`config.mk`:
```
export PLATFORM = sky130hd
export DESIGN_NAME = serial_addsub_ctrl
export DESIGN_NICKNAME = d
export VERILOG_FILES = /design/src/rtl/fpu_pkg.sv /design/src/rtl/addsub_digit3.sv /design/src/rtl/serial_addsub_ctrl.sv
export SDC_FILE = /design/constraint.sdc
export NUM_CORES = 1
export LEC_CHECK = 0
export CORE_ASPECT_RATIO = 0.6
export CORE_MARGIN = 2
export CORE_UTILIZATION = 52
export DETAILED_ROUTE_END_ITERATION = 16
export GPL_TIMING_DRIVEN = 0
export HOLD_SLACK_MARGIN = 0.05
export PLACE_DENSITY_LB_ADDON = 0.2
export SYNTH_ARGS = -nofsm -noshare
export SYNTH_HDL_FRONTEND = slang
export SYNTH_SLANG_ARGS = --single-unit
```
`constraint.sdc`:
```
create_clock -name clk -period 3.8 [get_ports clk]
set_input_delay 0.76 -clock clk [delete_from_list [all_inputs] [get_ports clk]]
set_output_delay 0.76 -clock clk [all_outputs]
set_load 0.02 [all_outputs]
```
`src/rtl/fpu_pkg.sv`:
```
// rtl/fpu_pkg.sv - shared FPU types and constants for the digit-serial add/sub engine
package fpu_pkg;

   typedef enum logic [1:0] {
      IDLE = 2'd0,
      RUN  = 2'd1,
      DONE = 2'd2
   } addsub_state_t;

   localparam int DIGIT_W = 3;

endpackage

```
`src/rtl/addsub_digit3.sv`:
```
// rtl/addsub_digit3.sv - combinational 3-bit add/sub slice built from three full adders
module addsub_digit3
   import fpu_pkg::*;
(
   input  logic [DIGIT_W-1:0] a,
   input  logic [DIGIT_W-1:0] b,
   input  logic               sub,
   input  logic               cin,
   output logic [DIGIT_W-1:0] sum,
   output logic               cout,
   output logic               c_msb
);

   logic [DIGIT_W:0]   c;
   logic [DIGIT_W-1:0] bx;

   // Subtraction inverts B here; the +1 arrives through cin from the controller.
   assign bx   = b ^ {DIGIT_W{sub}};
   assign c[0] = cin;

   for (genvar i = 0; i < DIGIT_W; i++) begin : g_fa
      assign sum[i]  = a[i] ^ bx[i] ^ c[i];
      assign c[i+1]  = (a[i] & bx[i]) | (c[i] & (a[i] ^ bx[i]));
   end

   // Raw carry out; borrow conversion is left to the controller.
   assign cout  = c[DIGIT_W];
   assign c_msb = c[DIGIT_W-1];

endmodule

```
`src/rtl/serial_addsub_ctrl.sv`:
```
// rtl/serial_addsub_ctrl.sv - digit-serial add/sub controller with valid/ready and C/V/Z flags
module serial_addsub_ctrl
   import fpu_pkg::*;
#(
   parameter int WIDTH = 24
) (
   input  logic             clk,
   input  logic             rst,
   input  logic             in_valid,
   output logic             in_ready,
   input  logic [WIDTH-1:0] a,
   input  logic [WIDTH-1:0] b,
   input  logic             sub,
   input  logic             abort,
   output logic             out_valid,
   input  logic             out_ready,
   output logic [WIDTH-1:0] result,
   output logic             c_flag,
   output logic             v_flag,
   output logic             z_flag
);

   localparam int N     = WIDTH / DIGIT_W;
   localparam int CNT_W = (N > 1) ? $clog2(N) : 1;
   localparam logic [CNT_W-1:0] LAST = CNT_W'(N - 1);

   if ((WIDTH % DIGIT_W) != 0 || WIDTH < DIGIT_W) begin : g_bad_width
      $error("serial_addsub_ctrl: WIDTH must be a positive multiple of 3");
   end

   addsub_state_t      state;
   logic [WIDTH-1:0]   a_sh;
   logic [WIDTH-1:0]   b_sh;
   logic               sub_r;
   logic               carry;
   logic [CNT_W-1:0]   cnt;

   logic [DIGIT_W-1:0] d_sum;
   logic               d_cout;
   logic               d_cmsb;
   logic [WIDTH-1:0]   res_next;

   assign in_ready = (state == IDLE);

   // Operands are shifted right each digit so the slice always sees bits [2:0].
   addsub_digit3 u_digit (
      .a     (a_sh[DIGIT_W-1:0]),
      .b     (b_sh[DIGIT_W-1:0]),
      .sub   (sub_r),
      .cin   (carry),
      .sum   (d_sum),
      .cout  (d_cout),
      .c_msb (d_cmsb)
   );

   // Result with the current digit merged in, so z_flag sees the final value on the last digit.
   always_comb begin
      res_next = result;
      res_next[int'(cnt) * DIGIT_W +: DIGIT_W] = d_sum;
   end

   // Control FSM plus digit datapath and flag registers.
   always_ff @(posedge clk or posedge rst) begin
      if (rst) begin
         state     <= IDLE;
         a_sh      <= '0;
         b_sh      <= '0;
         sub_r     <= 1'b0;
         carry     <= 1'b0;
         cnt       <= '0;
         result    <= '0;
         c_flag    <= 1'b0;
         v_flag    <= 1'b0;
         z_flag    <= 1'b0;
         out_valid <= 1'b0;
      end else begin
         case (state)
            IDLE: begin
               if (in_valid) begin
                  a_sh  <= a;
                  b_sh  <= b;
                  sub_r <= sub;
                  carry <= sub;
                  cnt   <= '0;
                  state <= RUN;
               end
            end
            RUN: begin
               if (abort) begin
                  state <= IDLE;
               end else begin
                  result <= res_next;
                  carry  <= d_cout;
                  a_sh   <= a_sh >> DIGIT_W;
                  b_sh   <= b_sh >> DIGIT_W;
                  if (cnt == LAST) begin
                     c_flag    <= d_cout ^ sub_r;
                     v_flag    <= d_cmsb ^ d_cout;
                     z_flag    <= (res_next == '0);
                     out_valid <= 1'b1;
                     state     <= DONE;
                  end else begin
                     cnt <= cnt + 1'b1;
                  end
               end
            end
            DONE: begin
               // abort and out_ready both retire the operation; neither needs priority here.
               if (abort || out_ready) begin
                  out_valid <= 1'b0;
                  state     <= IDLE;
               end
            end
            default: begin
               out_valid <= 1'b0;
               state     <= IDLE;
            end
         endcase
      end
   end

endmodule

```
# After elaboration in Yosys (flattened, before gate mapping)
# Index checks and enable logic that the tools add are counted.
word_totals:
  wordCells: 79
  regBits: 83
  input_bits: 54
  out_inout_bits: 29
op_classes:
  add_sub_neg: 2
  muxes: 23
  reduce_logical: 11
  n_shift: 2
  bitwise: 20
  n_eq_ne: 9
  multipliers: 1
op_table:
  columns: ["cell", "count"]
  rows:
  - ["$mux 24", 4]
  - ["$pmux 24 s2", 2]
  - ["$neg 5->33", 1]
  - ["$shift 3x33->24 const A", 1]
  - ["$shiftx 3x33->24", 1]
  - ["$bwmux 24", 1]
  - ["$logic_not 24->1", 1]
  - ["$ne 2x2->1 const B", 5]
  - ["$mux 3", 3]
  - ["$reduce_and 3->1", 3]
  - ["$mux 2", 4]
  - ["$reduce_and 4->1", 2]
  - ["$xor 1x1->1", 8]
  - ["$and 1x1->1", 6]
  - ["$pmux 2 s3", 1]
  - ["$pmux 3 s2", 1]
  - ["$mul 3x2->5 const B", 1]
  - ["$mux 1", 5]
  - ["$reduce_and 2->1", 2]
  - ["$add 3x1->3 const B", 1]
  - ["$eq 3x3->1 const B", 1]
  - ["$ne 3x3->1 const B", 1]
  - ["$or 1x1->1", 3]
  - ["$pmux 1 s3", 1]
  - ["other kinds (8)", 9]

# Depth between registers and ports, before layout
# Gate-level depths: netlist (run 1).
depth:
  depth_word: 10
  mapped_depth: 12
  ltp_nobuf: 10

# Cells and area by module
# A second synthesis (run 1) with hierarchy kept.
hier_totals:
  cells_unflattened: 368
  hier_area_um2: 4058.9
by_module_without_submodules:
  columns: ["mod", "area_each_um2", "cells_per_inst", "seq_area_each_um2", "instances"]
  rows:
  - ["serial_addsub_ctrl", 3957.5, 358, 2077.0, 1]
  - ["addsub_digit3", 101.3, 10, 0.0, 1]

# Worst setup path after synthesis (run 1)
# No wires, ideal clock.
synth_path:
  kind: "register -> register"
  startpoint: "register sub_r"
  endpoint: "register z_flag"
  path_buffers: 2
  slack_ps: 932
  arrival_time_ps: 2744
  stages_incl_launch_ff: 13
  synth_period_minus_slack_ps: 2868
  setup_ps: 124
  path_cell_list: "dfrtp_1 -> clkbuf_1 -> xnor2_1 -> fa_1 -> inv_1 -> fa_1 -> fa_1 -> clkbuf_1 -> nor3_1 -> o31a_1 -> o221a_2 -> nand4_1 -> o21ai_1"
synth_via:
  elab_chain_cells: 10
  word_cells_on_any_way: 16
synth_rtl:
  columns: ["item", "line", "rtl"]
  rows:
  - ["from (decl)", "serial_addsub_ctrl.sv:34", "logic sub_r;"]
  - ["from (signal assigned)", "serial_addsub_ctrl.sv:82", "sub_r <= sub;"]
  - ["$xor 3x3->3 (*)", "addsub_digit3.sv:18", "assign bx = b ^ {DIGIT_W{sub}};"]
  - ["$xor 1x1->1", "addsub_digit3.sv:22, addsub_digit3.sv:23", null]
  - ["$and 1x1->1", "addsub_digit3.sv:23", "assign c[i+1] = (a[i] & bx[i]) | (c[i] & (a[i] ^ bx[i]));"]
  - ["$or 1x1->1", "addsub_digit3.sv:23", null]
  - ["$and 1x1->1", "addsub_digit3.sv:23", null]
  - ["$or 1x1->1", "addsub_digit3.sv:23", null]
  - ["$xor 1x1->1", "addsub_digit3.sv:22", "assign sum[i] = a[i] ^ bx[i] ^ c[i];"]
  - ["$shiftx 3x33->24 (*)", "serial_addsub_ctrl.sv:59", "res_next[int'(cnt) * DIGIT_W +: DIGIT_W] = d_sum;"]
  - ["$bwmux 24 (*)", "serial_addsub_ctrl.sv:59", null]
  - ["$logic_not 24->1 (*)", "serial_addsub_ctrl.sv:99", "z_flag <= (res_next == '0);"]
  - ["to (signal assigned)", "serial_addsub_ctrl.sv:99", null]
  - ["to (decl)", "serial_addsub_ctrl.sv:20", "output logic z_flag"]
# Mark *: on every way between the ends. The rest lies on a longest branch, timed or not.
# A chain may end at the register's enable or synchronous reset.

# Final worst setup path (run 1)
# Same ends and word-level chain as after synthesis.

==> reports/results.tsv, run 1 <==
stage	metric	value	unit
critical_path	r2r_start	sub_r$_DFFE_PP0P_	
route	wire_per_inst	16.4	µm
layout	drive_gt1_share	10.7	%
global_route	grt_overflow_total	0	
timing	fin_setup_tns	0	ns
timing	tightest_slew	0.568	ns
synthesis	synth_area_leaders	dfrtp_1, mux2i_1, o21ai_0, nand2_1, mux2_2	
layout	antenna_cells	0	
synthesis	ys_types	45	
layout	area_growth	32.8	%
placement	place.gp.congestion	0.925	
timing	drv_slew	0	
critical_path	cp_cell_sequence	clkbuf_1, xnor2_1, fa_1, inv_1, fa_1, fa_1, clkbuf_1, nor3_1, o31a_1, o221a_2, nand4_1, o21ai_1	
critical_path	setup.worst_path.start_class	flip-flop	
floorplanning	row_count	25	
floorplanning	core_area	0.00776	mm²
timing	final-hold-violation-count	0	
flow_run	maxCapViolCount	0	
clock_network	cts.sinks	83	
route	drtAntennaViolNets	0	
placement	dp_hpwl	7.29	mm
route	vias	3399	
clock_network	cts_resized	0	
timing	setup_violations	0	
synthesis	synth_edf_count	0	
layout	final_nets	561	
critical_path	critical_path.most_common_cell	fa_1	
synthesis	synth_nets	467	
critical_path	critPathKind	flip-flop to flip-flop	
synthesis	yosysMostFrequentCell	dfrtp_1	
critical_path	critPathSlowestCell	fa_1	
critical_path	reg2reg_depth	12	
global_route	grt_pass1_wl	16.8	mm
synthesis	synthCells	405	
synthesis	synth_top_area_cell	dfrtp_1	
route	vias_per_cell	5.56	
floorplanning	die_w	119	µm
min_path	hold_depth	2	
synthesis	netlist_area	0.00411	mm²
global_route	grt_start_max_net_pins	70	
synthesis	yosys_warnings	0	
synthesis	synth_flop_cell	dfrtp_1	
placement	io_buffers	82	
route	route.detailed.drc	0	
synthesis	ys_seq_area_share	50.5	%
clock_network	cts_tree	built	
timing	holdWs	0.480	ns
critical_path	cp.depth	12	
timing	max_freq	301	MHz
timing	min_period	3.33	ns
global_route	track_usage	25.0	%
critical_path	cp-startpoint	sub_r$_DFFE_PP0P_	
critical_path	cp_slowest_stage_delay	0.51	ns
synthesis	syn_area_per_cell	10.2	µm²
floorplanning	io_pins	83	
synthesis	synth_top_area_share	50.5	%
floorplanning	die_area	0.00866	mm²
power	p_leak	2.47	nW
clock_network	clkSlewWorstSetupHoldPaths	0.06	ns
synthesis	synthTopCellsByCount	dfrtp_1, nand2_1, o21ai_0, mux2i_1, buf_2	
synthesis	synth_seq_cells	83	
timing	fin_crit_sh	87.5	%
clock_network	cts_made_buffers	9	
power	p_total	3.74	mW
critical_path	worstPathMaxFanout	9	
min_path	hp-class	flip-flop to flip-flop	
route	drtPass1Iterations	5	
clock_network	clockRootBuffer	clkbuf_16	
outcome	status	finished, final reports clean	
critical_path	r2r-end	z_flag$_DFFE_PP0P_	
route	drtIter0Drc	261	
clock_network	clock_path_buffers	2	
global_route	grt_pass1_vias	3313	
critical_path	crit_required	4.02	ns
timing	slew_headroom	61.8	%
critical_path	cp.arrival	3.55	ns
floorplanning	die_y	72.9	µm
power	power_density	684	mW/mm²
critical_path	crit_family	adder cells	
power	ir_drop	0.416	mV
clock_network	clk_latency	0.33	ns
synthesis	async_flop_share	100	%
clock_network	htreeDepth	3	
critical_path	crit_path_end_kind	flip-flop	
critical_path	crit_path_end	z_flag$_DFFE_PP0P_	
critical_path	r2r_slack	0.47	ns
floorplanning	initial_core_util	53.0	%
global_route	antenna_found_initial	0	
route	drt_wl_total	10.0	mm
critical_path	worst-path-buf-inv	3	
clock_network	cts_hold_buf	0	
timing	finalClockSkew	0.00512	ns
clock_network	cts_setup_buffers	0	
timing	rsz0062_at_grt	false	
[routing by layer]
metal	track usage [%]	up-vias	wire, µm
li1	-	1595	-
met1	36.8	1642	4920
met2	37.5	143	4320
met3	6.25	19	670
met4	6.22	0	126
met5	0	-	0
[flip-flops by register name, indices dropped and copies added, names as in the netlist]
signal,cells
b_sh,24
z_flag,1
v_flag,1
state,2
a_sh,24
out_valid,1
sub_r,1
carry,1
c_flag,1
result,24
cnt,3
[through the flow]
step                      utilization (%)  setup slack (ns)  instances  area [µm²]
final                                70.4             0.474        611        5460
after CTS                            70.4             0.563        611        5460
after global routing                 70.4             0.305        611        5460
after floorplan                         -             0.903        405        4110
after detailed placement             65.7             0.573        596        5100
after global placement               65.3            -0.430        595        5070
[logic make-up after synthesis]
| group | Yosys count | synth area share [%] |
|---|---|---|
| mux | 57 | 14.2 |
| xor+xnor | 8 | 2.34 |
| buf+inv | 39 | 4.41 |
| fa+ha+maj | 8 | 2.98 |
| simple gates | 119 | 12.8 |
| flops | 83 | 50.5 |
| compound gates | 91 | 12.7 |
[how the worst min path moves through the flow]
stage | slack [ns] | start | endpoint
2_1_floorplan | 0.45 | a_sh[10]$_DFFE_PP0P_ | a_sh[10]$_DFFE_PP0P_
6_report | 0.48 | b_sh[10]$_DFFE_PP0P_ | b_sh[10]$_DFFE_PP0P_
3_5_place_dp | 0.47 | b_sh[10]$_DFFE_PP0P_ | b_sh[10]$_DFFE_PP0P_
4_1_cts | 0.48 | b_sh[10]$_DFFE_PP0P_ | b_sh[10]$_DFFE_PP0P_
5_1_grt | 0.51 | b_sh[16]$_DFFE_PP0P_ | b_sh[16]$_DFFE_PP0P_
3_3_place_gp | 0.46 | b_sh[14]$_DFFE_PP0P_ | b_sh[14]$_DFFE_PP0P_
[final cells by class]
| class | instances | area [µm²] |
|---|---|---|
| Sequential cell | 83 | 2080 |
| Clock inverter | 5 | 125 |
| Fill cell | 637 | 2300 |
| Timing Repair Buffer | 83 | 848 |
| Inverter | 12 | 47.5 |
| Tap cell | 108 | 135 |
| Buffer | 27 | 136 |
| Clock buffer | 10 | 239 |
| Multi-Input combinational cell | 283 | 1850 |
[worst register-to-register path: stages (launching register included)]
cell      delay, ns
dfrtp_1        0.35
clkbuf_1       0.18
xnor2_1        0.23
fa_1           0.21
inv_1          0.05
fa_1           0.41
fa_1           0.51
clkbuf_1       0.40
nor3_1         0.15
o31a_1         0.30
o221a_2        0.24
nand4_1        0.12
o21ai_1        0.07
[where the power goes]
group	switching (mW)	internal [mW]
registers	0.172	1.12
logic	0.796	0.593
clock network	0.339	0.721
[cell usage in the layout, fill, tap and decap left out, types with 11 or more instances in the layout]
cell type	count
clkdlybuf4s50_1	82
mux2_2	12
inv_1	11
mux2i_1	45
nor2_1	15
o21ai_0	64
buf_2	16
nand2_1	66
nand3_1	11
dfrtp_1	83
Note: power is estimated with default switching activity, not from simulation.
==> run 2: changes to the inputs <==
==> constraint.sdc (replaced) <==
create_clock -name clk -period 3.6 [get_ports clk]
set_input_delay 0.72 -clock clk [delete_from_list [all_inputs] [get_ports clk]]
set_output_delay 0.72 -clock clk [all_outputs]
set_load 0.005 [all_outputs]
==> results of run 2 <==
Same layout as run 1 (identical final DEF). Status: finished, final reports clean.
Main changes from that run: setup slack after placement 0.573 ns -> 0.373 ns; setup slack after layout 0.474 ns -> 0.274 ns; register-to-register setup slack 0.47 ns -> 0.27 ns; total power 3.74 mW -> 3.83 mW; worst IR drop on VDD 0.416 mV -> 0.439 mV
==> run 3: changes to the inputs <==
--- a/config.mk
+++ b/config.mk
@@ -8,6 +8,7 @@
 export CORE_ASPECT_RATIO = 0.6
 export CORE_MARGIN = 2
 export CORE_UTILIZATION = 52
+export CTS_CLUSTER_SIZE = 12
 export DETAILED_ROUTE_END_ITERATION = 16
 export GPL_TIMING_DRIVEN = 0
 export HOLD_SLACK_MARGIN = 0.05
==> results of run 3 <==
Same layout as run 1 (identical final DEF). Status: finished, final reports clean.
Main changes from that run: setup slack after placement 0.573 ns -> 0.373 ns; setup slack after layout 0.474 ns -> 0.274 ns; register-to-register setup slack 0.47 ns -> 0.27 ns; total power 3.74 mW -> 3.83 mW; worst IR drop on VDD 0.416 mV -> 0.439 mV
